<file path="src/rtl/pxl_write_arbiter.sv">
// pxl_write_arbiter: frame-atomic round-robin scheduler of NSRC AXI4-Stream video sources onto one pixel write port.
module pxl_write_arbiter #(
  parameter int NSRC   = 2,
  parameter int DATA_W = 24,
  parameter int ADDR_W = 20,
  parameter int PIXELS = 307200,
  parameter int GW     = $clog2(NSRC)
) (
  input  logic                     clk_i,
  input  logic                     rst_n_i,
  input  logic [NSRC-1:0]          en_i,
  input  logic [NSRC-1:0]          s_tvalid_i,
  output logic [NSRC-1:0]          s_tready_o,
  input  logic [NSRC*DATA_W-1:0]   s_tdata_i,
  input  logic [NSRC-1:0]          s_tuser_i,
  input  logic                     pxl_hold_i,
  output logic [ADDR_W-1:0]        pxl_addr_o,
  output logic [DATA_W-1:0]        pxl_data_o,
  output logic                     pxl_en_o,
  output logic [GW-1:0]            grant_o,
  output logic                     busy_o,
  output logic                     frame_done_o,
  output logic                     sof_err_o
);
  typedef enum logic [1:0] {IDLE, ARB, SYNC, STREAM} state_t;
  state_t state_q, state_d;
  logic [GW-1:0] grant_q, grant_d;
  logic [ADDR_W-1:0] cnt_q, cnt_d, addr_q, addr_d;
  logic [DATA_W-1:0] data_q, data_d;
  logic en_q, en_d, done_q, done_d, err_q, err_d;
  logic active, acc, sof, last, found;
  int idx;
  assign active = state_q == SYNC || state_q == STREAM;
  assign acc = active && s_tvalid_i[grant_q] && !pxl_hold_i;
  assign sof = s_tuser_i[grant_q];
  assign last = cnt_q == ADDR_W'(PIXELS - 1);
  // Everyone but the owner of an open frame is drained unconditionally.
  always_comb begin
    for (int i = 0; i < NSRC; i++) s_tready_o[i] = !(active && grant_q == GW'(i) && pxl_hold_i);
  end
  always_comb begin
    state_d = state_q;
    grant_d = grant_q;
    cnt_d = cnt_q;
    addr_d = addr_q;
    data_d = data_q;
    en_d = 1'b0;
    done_d = 1'b0;
    err_d = 1'b0;
    found = 1'b0;
    idx = 0;
    case (state_q)
      IDLE: state_d = |en_i ? ARB : IDLE;
      ARB: begin
        state_d = IDLE;
        for (int k = 1; k <= NSRC; k++) begin
          idx = (int'(grant_q) + k) % NSRC;
          if (!found && en_i[idx]) begin
            found = 1'b1;
            grant_d = GW'(idx);
            state_d = SYNC;
          end
        end
      end
      default: if (acc && (sof || state_q == STREAM)) begin
        en_d = 1'b1;
        data_d = s_tdata_i[grant_q*DATA_W +: DATA_W];
        addr_d = sof ? '0 : cnt_q;
        cnt_d = sof ? ADDR_W'(1) : cnt_q + ADDR_W'(1);
        err_d = sof && state_q == STREAM;
        state_d = STREAM;
        if (!sof && last) begin
          done_d = 1'b1;
          cnt_d = '0;
          state_d = ARB;
        end
      end
    endcase
  end
  always_ff @(posedge clk_i or negedge rst_n_i) begin
    if (!rst_n_i) begin
      state_q <= IDLE;
      grant_q <= GW'(NSRC - 1);
      cnt_q <= '0;
      addr_q <= '0;
      data_q <= '0;
      en_q <= 1'b0;
      done_q <= 1'b0;
      err_q <= 1'b0;
    end else begin
      state_q <= state_d;
      grant_q <= grant_d;
      cnt_q <= cnt_d;
      addr_q <= addr_d;
      data_q <= data_d;
      en_q <= en_d;
      done_q <= done_d;
      err_q <= err_d;
    end
  end
  assign pxl_addr_o = addr_q;
  assign pxl_data_o = data_q;
  assign pxl_en_o = en_q;
  assign grant_o = grant_q;
  assign busy_o = state_q == STREAM;
  assign frame_done_o = done_q;
  assign sof_err_o = err_q;
endmodule
</file>
<file path="config.mk">
export PLATFORM = sky130hd
export DESIGN_NAME = pxl_write_arbiter
export DESIGN_NICKNAME = d
export VERILOG_FILES = /design/src/rtl/pxl_write_arbiter.sv
export SDC_FILE = /design/constraint.sdc
export NUM_CORES = 1
export LEC_CHECK = 0
export ABC_AREA = 1
export CELL_PAD_IN_SITES_DETAIL_PLACEMENT = 0
export CELL_PAD_IN_SITES_GLOBAL_PLACEMENT = 1
export CORE_ASPECT_RATIO = 0.75
export CORE_UTILIZATION = 32
export CTS_BUF_LIST = sky130_fd_sc_hd__clkbuf_8
export DETAILED_ROUTE_END_ITERATION = 8
export GPL_TIMING_DRIVEN = 1
export MAX_ROUTING_LAYER = met4
export PLACE_DENSITY = 0.82
export SYNTH_ARGS = -nofsm -noshare
export SYNTH_HDL_FRONTEND = slang
export SYNTH_SLANG_ARGS = --single-unit
</file>
<file path="constraint.sdc">
create_clock -name clk_i -period 1.6 [get_ports clk_i]
set_input_delay 0.16 -clock clk_i [delete_from_list [all_inputs] [get_ports clk_i]]
set_output_delay 0.16 -clock clk_i [all_outputs]
set_load 0.02 [all_outputs]
</file>
Word-level counts from Yosys, hierarchy flattened

Cells that the tools add are included.

Add/subtract/negate cells: 3
Multipliers: 1
Order comparisons: 3
Equality and inequality tests: 4
Shift-type cells: 1
Multiplexer cells: 30
Bitwise logic cells: 4
Reductions and logical operators: 24

Operator list:

| operator                                           | count |
|---|---|
| 2-to-1 mux 20 bit                                  | 3 |
| indexed part select 48 x 7 -> 24 bit               | 1 |
| 2-to-1 mux 1 bit                                   | 22 |
| adder 20 x 1 -> 20 bit, second input constant      | 1 |
| == test 20 x 19 -> 1 bit, second input constant    | 1 |
| logical AND 1 bit                                  | 10 |
| 2-to-1 mux 2 bit                                   | 4 |
| < comparator 2 x 3 -> 1 bit, second input constant | 2 |
| zero test 1 bit                                    | 5 |
| == test 2 bit, second input constant               | 2 |
| one-hot mux 2 bit (2 select lines)                 | 1 |
| AND reduction 2 bit                                | 2 |
| OR reduction 2 bit                                 | 2 |
| multiplier 1 x 2 -> 3 bit, second input constant   | 1 |
| nonzero test 3 bit                                 | 1 |
| adder 1 bit, second input constant                 | 2 |
| bitwise AND 1 bit, first input constant            | 2 |
| == test 2 x 1 -> 1 bit, second input constant      | 1 |
| zero test 2 bit                                    | 1 |
| logical OR 1 bit                                   | 2 |
| < comparator 1 x 2 -> 1 bit, second input constant | 1 |
| NOT 1 bit                                          | 2 |
| nonzero test 2 bit                                 | 1 |

Register bits: 70
Input bits: 57
Output and inout bits: 51

Depth between registers and ports, before layout

Gate-level depths: netlist of the first run.

Word-level depth: 11
Depth in mapped cells: 11

Worst setup path before layout of the first run

Ideal clock, no wire load.

Path type: register to register
Start point: register grant_q, in the netlist grant_o
End point: register addr_q[12], in the netlist pxl_addr_o[12]
Arrival: 1.503 ns
Setup slack: 0.005 ns
Cell stages (with the launch flop): 11
Buffers on the path: 4
Clock period less this slack: 1.595 ns
Cell sequence: dfstp_2 > buf_6 > inv_4 > buf_6 > nand3_2 > nand2_2 > nand3_2 > buf_6 > buf_2 > nand2_1 > o31ai_2

Word-level cells in the longest chain between the ends: 6
Elaborated cells between the ends (all ways): 10
Classes of those cells: mux: 5; reduce/logical: 5

Ends and longest elaborated chain:

| item                                                 | RTL line | source |
|---|---|---|
| from (decl)                                          | 27       | `logic [GW-1:0] grant_q, grant_d;` |
| from (signal assigned)                               | 83       | `grant_q <= GW'(NSRC - 1);` |
| from (signal assigned)                               | 92       | `grant_q <= grant_d;` |
| 2-to-1 mux 1 bit (implied by the code) (2 in series) | 34       | `assign acc = active && s_tvalid_i[grant_q] && !pxl_hold_i;` |
| logical AND 1 bit (2 in series)                      | 34       |  |
| logical AND 1 bit                                    | 65       | `default: if (acc && (sof \|\| state_q == STREAM)) begin` |
| AND reduction 2 bit (no line)                        | n/a      |  |
| to (signal assigned)                                 | 94       | `addr_q <= addr_d;` |
| to (decl)                                            | 28       | `logic [ADDR_W-1:0] cnt_q, cnt_d, addr_q, addr_d;` |

Several ways; a longest one is shown, not always the timed one. The select of a mux whose other input is x is not followed.
A chain may end at the register's enable or synchronous reset.

Worst setup path after layout of the first run

Start point: register grant_q, in the netlist grant_o
End point: output port s_tready_o[1]

Word-level cells in the longest chain between the ends: 3

Ends and longest elaborated chain:

| item                            | RTL line | source |
|---|---|---|
| logical AND 1 bit (2 in series) | 39       | `for (int i = 0; i < NSRC; i++) s_tready_o[i] = !(active && grant_q == GW'(i) && pxl_hold_i);` |
| zero test 1 bit                 | 39       |  |
| to (decl)                       | 13       | `output logic [NSRC-1:0] s_tready_o,` |

No other way between the ends.

==> results of run 1 <==
[worst max path at each step]
| stage | slack, ns | startpoint | depth (start not counted) | endpoint |
|---|---|---|---|---|
| 2_1_floorplan | 0.005 | grant_o | 10 | pxl_addr_o[12] |
| 3_3_place_gp | -0.02 | grant_o | 7 | pxl_addr_o[13] |
| 3_5_place_dp | -0.13 | grant_o | 6 | pxl_addr_o[4] |
| 4_1_cts | -0.02 | grant_o | 3 | s_tready_o[1] |
| 5_1_grt | -0.10 | grant_o | 7 | cnt_q[14] |
| 6_report | -0.03 | grant_o | 3 | s_tready_o[1] |
[final cells by class]
cell class	count	area, µm²	share of cell area
clock buffers	9	124	0.0228
clock inverters	7	35.0	0.00645
inverters	26	100	0.0184
multi-input cells	337	1740	0.321
flip-flops and latches	70	1750	0.323
well taps	140	175	0.0323
repair buffers	150	1500	0.276
[logic make-up (layout without fill, tap and decap cells)]
family,Yosys count,in the layout,share of synthesized area
adder cells (fa/ha/maj),1,1,0.00342
flip-flops,70,70,0.480
buffers and inverters,49,192,0.0705
AND/OR/NAND/NOR,264,265,0.299
XOR/XNOR,3,3,0.00719
AO/OA/AOI/OAI,68,68,0.140
[power by group through the flow]
stage / Sequential, mW / Combinational [mW] / Clock (mW)
2_1_floorplan: 2.69 / 0.781 / 0
3_3_place_gp: 2.31 / 2.25 / 0
3_5_place_dp: 2.33 / 2.28 / 0
4_1_cts: 2.30 / 2.29 / 1.27
5_1_grt: 2.34 / 2.54 / 1.35
6_report: 2.30 / 2.36 / 1.22
[registers in the layout, summed over array words and instances (netlist names)]
signal / count
cnt_q: 20
frame_done_o: 1
grant_o: 1
pxl_addr_o: 20
pxl_data_o: 24
pxl_en_o: 1
sof_err_o: 1
state_q: 2
[layer usage]
layer,global-route usage,vias up,routed length [µm]
li1,-,1757,-
met5,-,-,0
met2,0.297,81,4960
met4,0.0579,0,121
met1,0.250,1676,5160
met3,0.0408,10,465
[repair_timing]
item	4_1_cts	5_1_grt
hold buffers	1	0
cloned	0	2
setup buffers	1	3
hold endpoints to repair	17	0
gates resized for setup	12	24
setup endpoints to repair	34	64
pin swaps	1	4
[Yosys cell counts, types with 2 or more instances]
library cell / n
nand2_1: 135
buf_4: 2
buf_2: 9
xor2_1: 2
nand4_1: 6
clkbuf_1: 5
a21oi_1: 17
nor2_1: 85
o21bai_1: 2
nand3_1: 26
o21ai_0: 10
o31ai_2: 13
o21ai_2: 5
inv_1: 25
nor2_2: 2
nand2_2: 3
o31ai_1: 19
nand3_2: 2
buf_6: 7
dfrtp_1: 69
[through the flow]
step                      cells  utilization  TNS, ns  hold slack [ns]
after floorplan             455            -        0           -0.136
after global placement      716        0.461  -0.0990            0.145
after detailed placement    716        0.461    -1.55            0.156
after CTS                   734        0.478  -0.0225            0.301
after global routing        739        0.492   -0.853            0.333
final                       739        0.492  -0.0413            0.300
==> results_dict.tcl, run 1 <==
set metrics [dict create \
    die_height_um 94.6 \
    setup_viol_count_final 3 \
    cts_htree_levels 3 \
    syn-cell-area_um2 3650 \
    layout_common_cells "nand2_1 (130), clkdlybuf4s50_1 (102), nor2_1 (81)" \
    fmax_mhz 613 \
    violations "DRC, setup timing" \
    start_util 0.332 \
    totalWireLength_um 10700 \
    clkSinkCount 70 \
    peakVddDrop_mv 0.448 \
    dieArea_um2 11900 \
    synth_top_area_cell "dfrtp_1" \
    slew_headroom 0.664 \
    synthFlopType "dfrtp_1" \
    r2r_end "cnt_q[4]" \
    cap_viol_max_count 0 \
    path_delay_family "flip-flops" \
    swShare 0.359 \
    synth_cell_types 31 \
    fin_skew_ns 0.0110 \
    cts_inserted_buffers 9 \
    period_share 1.02 \
    cp-end-kind "output port" \
    powerDensity_nw_per_um2 1080 \
    grt_pass1_vias 3444 \
    drt_iter0_markers 166 \
    drtAntennaViolNets 0 \
    crit_arrival_ns 1.47 \
    drc 6 \
    rr_startpoint "grant_o" \
    path_cells "buf_4 -> nand3_1 -> clkdlybuf4s15_2" \
    pwr-share-clk 0.208 \
    grt_max_degree 30 \
    min_path_type "in -> async" \
    layout_commonest_cell "nand2_1" \
    yosysSeqAreaShare 0.480 \
    globalRouteTotalUtil 0.191 \
    rsz0062_at_grt "yes" \
    critPathRequiredTime_ns 1.44 \
    hold_violations 0 \
    rows 33 \
    crit_slowest_cell "dfstp_2" \
    die_w_um 125 \
    drt_pre_antenna_iters 7 \
    wl_per_cell_um 14.5 \
    io_buffers 107 \
    fill_cells 1034 \
    vias 3524 \
    place_area_um2 5090 \
    io_pins 108 \
    worst_slack_ns -0.0308 \
    p_comb_frac 0.401 \
    report.final.slew_viol_count 0 \
    finalPower_mw 5.88 \
    num_antenna_cells 0 \
    viasPerCell 4.77 \
    clock_path_buffers 2 \
    post-place-ws_ns -0.128 \
    coreArea_um2 11000 \
    p_int_mw 3.77 \
    place.gp.congestion 0.840 \
    critPathLaunchType "flop" \
    post_synth_inst_count 455 \
    fin_area_um2 5430 \
    worst_slew_pin_slew_ns 0.503 \
    synth_area_leaders "dfrtp_1 (47%), nand2_1 (14%), nor2_1 (8.7%), o31ai_2 (4.5%), o31ai_1 (3.9%)" \
    p_seq_frac 0.391 \
    slowest_delay_ns 0.60 \
    ys_seq_elements 70 \
    grt_first_pass_wirelength_um 17200 \
    clock_latency_ns 0.36 \
    p_switching_mw 2.11 \
    synth-edff-count 0 \
    grt-ovfl-total 0 \
    reg2reg_slack_ns -0.01 \
    postSynthAreaPerCell_um2 8.03 \
    layout.nets 652 \
    r2r_cells 7 \
    dp_hpwl_um 7810 \
    yosysWarnings 0 \
    drive_above_1_share 0.179 \
    synth_nets 513 \
    cts-root-buf "clkbuf_8" \
    synth_top_area_share 0.472 \
    path_class "reg -> out" \
    p_leak_nw 2.42 \
    clk_pin_slew_worst_paths_ns 0.08 \
    cts_tree "built" \
    async_flop_share 1.00 \
    run_status "finished, violations left" \
    syn_to_final_growth_pct 48.5 \
    cp_num_buf_inv 2 \
    period_minus_slack_ns 1.63 \
    antenna_found_initial 0 \
    critPathMaxFanout 8 \
]
No activity file was read; power rests on OpenSTA's default activity.
==> run 2, diff against run 1 <==
- GPL_TIMING_DRIVEN: 1 -> default
- SKIP_LAST_GASP: default -> 1
==> run 2 against run 1 <==
Against the previous run:
- the flow still finishes with violations (DRC, setup timing)
- sequential power hardly changed
- sequential share of layout area is 0.11 points lower
- sequential cell count stayed put
- first-iteration DRC count is 9.6% higher
- setup slack better by 0.0078 ns
- cell count is 0.14% higher
- non-clock buffer count is 2 higher
- wire length is 0.42% lower
- combinational power hardly changed
- largest cell class unchanged
- largest power group unchanged
==> results_dict.tcl, run 2 (synthesis results as in run 1) <==
set metrics [dict create \
    fin_skew_ns 0.0117 \
    fmax_mhz 616 \
    vias 3528 \
    coreArea_um2 11000 \
    wl_per_cell_um 14.4 \
    globalRouteTotalUtil 0.191 \
    report.final.slew_viol_count 0 \
    drtAntennaViolNets 0 \
    drt_pre_antenna_iters 6 \
    worst_hold_slack_ns 0.303 \
    cts_htree_levels 3 \
    start_util 0.332 \
    timing.setup.tns_ns -0.0884 \
    clkSinkCount 70 \
    hold_violations 0 \
    crit_end "cnt_q[4]" \
    violations "DRC, setup timing" \
    layout.nets 653 \
    finalNonFillerCells 740 \
    syn_to_final_growth_pct 49.1 \
    cap_viol_max_count 0 \
    critPathRequiredTime_ns 1.88 \
    layout_common_cells "nand2_1 (132), clkdlybuf4s50_1 (102), nor2_1 (81)" \
    reg2reg_slack_ns -0.02 \
    path_cells "nand3_2 -> nand2_4 -> nand2_4 -> nor2_4 -> buf_12 -> nand3_4 -> o21ai_2" \
    totalWireLength_um 10700 \
    min_path_type "in -> async" \
    cts_tree "built" \
    critPathLaunchType "flop" \
    grt_max_degree 30 \
    worst_slew_pin_slew_ns 0.507 \
    antenna_found_initial 0 \
    io_buffers 107 \
    run_status "finished, violations left" \
    drt_iter0_markers 182 \
    critPathMaxFanout 5 \
    cts-root-buf "clkbuf_8" \
    dp_hpwl_um 7810 \
    viasPerCell 4.77 \
    p_leak_nw 2.43 \
    place_area_um2 5090 \
    powerDensity_nw_per_um2 1080 \
    rr_startpoint "grant_o" \
    place.gp.congestion 0.840 \
    cp-startpoint "grant_o" \
    r2r_end "cnt_q[4]" \
    die_height_um 94.6 \
    drc 6 \
    clk_pin_slew_worst_paths_ns 0.08 \
    drive_above_1_share 0.183 \
    cp-end-kind "flop" \
    crit_arrival_ns 1.91 \
    peakVddDrop_mv 0.427 \
    rows 33 \
    dieArea_um2 11900 \
    io_pins 108 \
    slew_headroom 0.662 \
    r2r_cells 7 \
    fill_cells 1030 \
    rsz0062_at_grt "yes" \
    layout_commonest_cell "nand2_1" \
    fin_area_um2 5450 \
    largest_register_ffs 24 \
    dpl.cell_count 716 \
    worst_slack_ns -0.0230 \
    clock_path_buffers 2 \
    grt_first_pass_wirelength_um 17200 \
    slowest_delay_ns 0.62 \
    period_share 1.01 \
    setup_viol_count_final 7 \
    grt-ovfl-total 0 \
    cts_inserted_buffers 9 \
    crit_top_cell "nand2_4" \
    grt_pass1_vias 3444 \
    period_minus_slack_ns 1.62 \
    clock_latency_ns 0.36 \
    die_w_um 125 \
    crit_slowest_cell "dfstp_2" \
    num_antenna_cells 0 \
    path_class "reg -> reg" \
]
-- run 2: cell types whose count changed in the layout (fill, tap and decap cells not counted), sizes merged --
cell and change:
buf +1, nand3 -1, clkbuf +2, clkdlybuf4s15 -1
-- run 2: cell type report --
class / instances / area (µm²) / share of cell area
Timing Repair Buffer: 152 / 1520 / 0.278
Inverter: 26 / 100 / 0.0184
Clock buffer: 9 / 124 / 0.0227
Sequential cell: 70 / 1750 / 0.322
Tap cell: 140 / 175 / 0.0321
Clock inverter: 7 / 35.0 / 0.00643
Multi-Input combinational cell: 336 / 1740 / 0.320
-- run 2: where the power goes --
group	leakage, nW	total (mW)	internal [mW]	switching [mW]
Clock	0.0911	1.22	0.540	0.682
Sequential	0.914	2.30	2.10	0.197
Combinational	1.42	2.37	1.14	1.23
Total	2.43	5.89	3.78	2.11
-- run 2: timing repair --
action	in CTS	in global routing
endpoints found under the setup margin	34	64
hold endpoints to repair	17	0
hold buffers	1	0
setup buffers	1	3
pin swaps	1	6
resized for setup	10	30
gates cloned	0	3
-- run 2: per-stage QoR --
step	total power [mW]	utilization	worst slack, ns
finish	5.89	0.494	-0.0230
global route	6.23	0.494	-0.115
CTS	5.86	0.478	-0.0869
detailed placement	4.61	0.461	-0.128
global placement	4.56	0.461	-0.0174
floorplan	3.47	-	0.00522
-- run 2: metal layers --
metal,up-vias,global-route usage,part of all wire,wire (µm)
li1,1757,-,-,-
met1,1683,0.250,0.48,5130
met2,82,0.297,0.46,4900
met4,0,0.0579,0.010,108
met5,-,-,0,0
met3,6,0.0408,0.049,526
-- run 2: worst max-delay path, delay by kind of cell, from the launching register on --
kind	cells	cell delay, ns
buf+inv	1	0.16
flops	1	0.62
simple gates	5	0.65
compound gates	1	0.13
-- run 2: worst min path at each step --
stage | from | endpoint | slack (ns) | cells after the start
2_1_floorplan | rst_n_i | cnt_q[0] | -0.14 | 0
3_3_place_gp | rst_n_i | pxl_addr_o[1] | 0.14 | 1
3_5_place_dp | rst_n_i | pxl_addr_o[1] | 0.16 | 1
4_1_cts | rst_n_i | pxl_addr_o[1] | 0.30 | 2
5_1_grt | rst_n_i | pxl_addr_o[1] | 0.33 | 2
6_report | rst_n_i | pxl_addr_o[1] | 0.30 | 2
==> run 3, diff against run 2 <==
- CAP_MARGIN: default -> 10
- SKIP_CTS_REPAIR_TIMING: default -> 1
==> run 3 against run 2 <==
Against the previous run:
- the flow still finishes with violations (DRC, setup timing)
- hold slack about the same
- core utilization rose by 0.89 points
- fmax up 0.18%
- non-clock buffer count increased by 4
- cell count increased by 0.54%
- largest power group unchanged
- critical path type unchanged
- cell area rose by 1.8%
- wire length increased by 2.4%
- sequential share of layout area down 0.57 points
- largest cell class is now multi-input combinational cells
==> results_dict.tcl, run 3 (synthesis results as in run 1) <==
set metrics [dict create \
    run_status "finished, violations left" \
    violations "DRC, setup timing" \
    met3_usage 0.0408 \
    drt_pre_antenna_iters 7 \
    clkSinkCount 70 \
    vias 3575 \
    grt_util_met1 0.250 \
    dp_hpwl_um 7810 \
    fin_util 0.503 \
    cts-root-buf "clkbuf_8" \
    peakVddDrop_mv 0.428 \
    viasPerCell 4.81 \
    min_path_type "in -> async" \
    layout_commonest_cell "nand2_1" \
    r2r_cells 7 \
    cp-end-kind "flop" \
    slowest_delay_ns 0.62 \
    fmax_mhz 617 \
    grt_max_degree 30 \
    setup_viol_count_final 6 \
    largest_register_ffs 24 \
    dieArea_um2 11900 \
    path_cells "nand3_2 -> nand2_4 -> nand2_4 -> nor2_4 -> buf_12 -> nand3_4 -> o21ai_2" \
    drt_iter0_markers 171 \
    path_class "reg -> reg" \
    start_util 0.332 \
    critPathLaunchType "flop" \
    clk_pin_slew_worst_paths_ns 0.08 \
    fill_cells 1030 \
    grt_pass1_vias 3444 \
    r2r_end "cnt_q[4]" \
    io_pins 108 \
    critPathMaxFanout 5 \
    wl_per_cell_um 14.7 \
    clock_latency_ns 0.36 \
    grt-ovfl-total 0 \
    fin_area_um2 5550 \
    layout_common_cells "nand2_1 (130), clkdlybuf4s50_1 (102), nor2_1 (80)" \
    period_minus_slack_ns 1.62 \
    drive_above_1_share 0.192 \
    finalPower_mw 5.96 \
    place_area_um2 5090 \
    post-place-ws_ns -0.128 \
    antenna_found_initial 0 \
    crit_top_cell "nand2_4" \
    period_share 1.01 \
    grt_first_pass_wirelength_um 17200 \
    io_buffers 107 \
    grt.met2_usage 0.297 \
    slew_headroom 0.663 \
    worst_slew_pin_slew_ns 0.506 \
    drc 6 \
    p_leak_nw 2.49 \
    cts_htree_levels 3 \
    report.final.slew_viol_count 0 \
    fin_skew_ns 0.0112 \
    syn_to_final_growth_pct 51.8 \
    die_height_um 94.6 \
    reg2reg_slack_ns -0.02 \
    drtAntennaViolNets 0 \
    layout.nets 657 \
    num_antenna_cells 0 \
    rr_startpoint "grant_o" \
    cap_viol_max_count 0 \
    crit_arrival_ns 1.90 \
    rows 33 \
    critPathRequiredTime_ns 1.88 \
    rsz0062_at_grt "yes" \
    coreArea_um2 11000 \
    worst_slack_ns -0.0200 \
    hold_violations 0 \
    globalRouteTotalUtil 0.191 \
    clock_path_buffers 2 \
    grt.busiest_layer "met2" \
    crit_slowest_cell "dfstp_2" \
    place.gp.congestion 0.840 \
    cts_inserted_buffers 9 \
    die_w_um 125 \
    cts_tree "built" \
    powerDensity_nw_per_um2 1080 \
    totalWireLength_um 10900 \
]
## run 3: worst max path at each step
stage / startpoint / endpoint / slack [ns] / cells after the start
global placement: grant_o / pxl_addr_o[13] / -0.02 / 7
floorplan: grant_o / pxl_addr_o[12] / 0.005 / 10
global route: grant_o / cnt_q[14] / -0.11 / 7
CTS: grant_o / s_tready_o[1] / -0.31 / 3
detailed placement: grant_o / pxl_addr_o[4] / -0.13 / 6
finish: grant_o / cnt_q[4] / -0.02 / 7
## run 3: layout make-up
cell class | count | area, µm² | area share
inverter | 26 | 100 | 0.0180
multi-input combinational | 336 | 1770 | 0.319
sequential | 70 | 1750 | 0.316
tap | 140 | 175 | 0.0316
clock inverter | 7 | 35.0 | 0.00631
clock buffer | 9 | 124 | 0.0223
timing repair buffer | 156 | 1590 | 0.286
## run 3: worst max-delay path, delay by kind of cell (launching register included)
family / cells / cell delay, ns
and+or+nand+nor: 5 / 0.64
DFF: 1 / 0.62
buffers and inverters: 1 / 0.16
AOI/OAI and AO/OA: 1 / 0.13
## run 3: per-stage QoR
step / setup TNS (ns) / hold WS, ns / cells
2_1_floorplan: 0 / -0.136 / 455
3_3_place_gp: -0.0990 / 0.145 / 716
3_5_place_dp: -1.55 / 0.156 / 716
4_1_cts: -3.13 / -0.234 / 732
5_1_grt: -1.20 / 0.333 / 744
6_report: -0.0712 / 0.303 / 744
## run 3: metal layers
metal | share of wire | up-vias
li1 | - | 1769
met1 | 0.48 | 1719
met2 | 0.47 | 80
met3 | 0.044 | 7
met4 | 0.010 | 0
met5 | 0 | -
## run 3: where the power goes
part           switching [mW]  total, mW  internal [mW]  leakage (nW)
clock                   0.686       1.23          0.540        0.0911
combinational            1.25       2.44           1.18          1.49
sequential              0.199       2.30           2.10         0.914
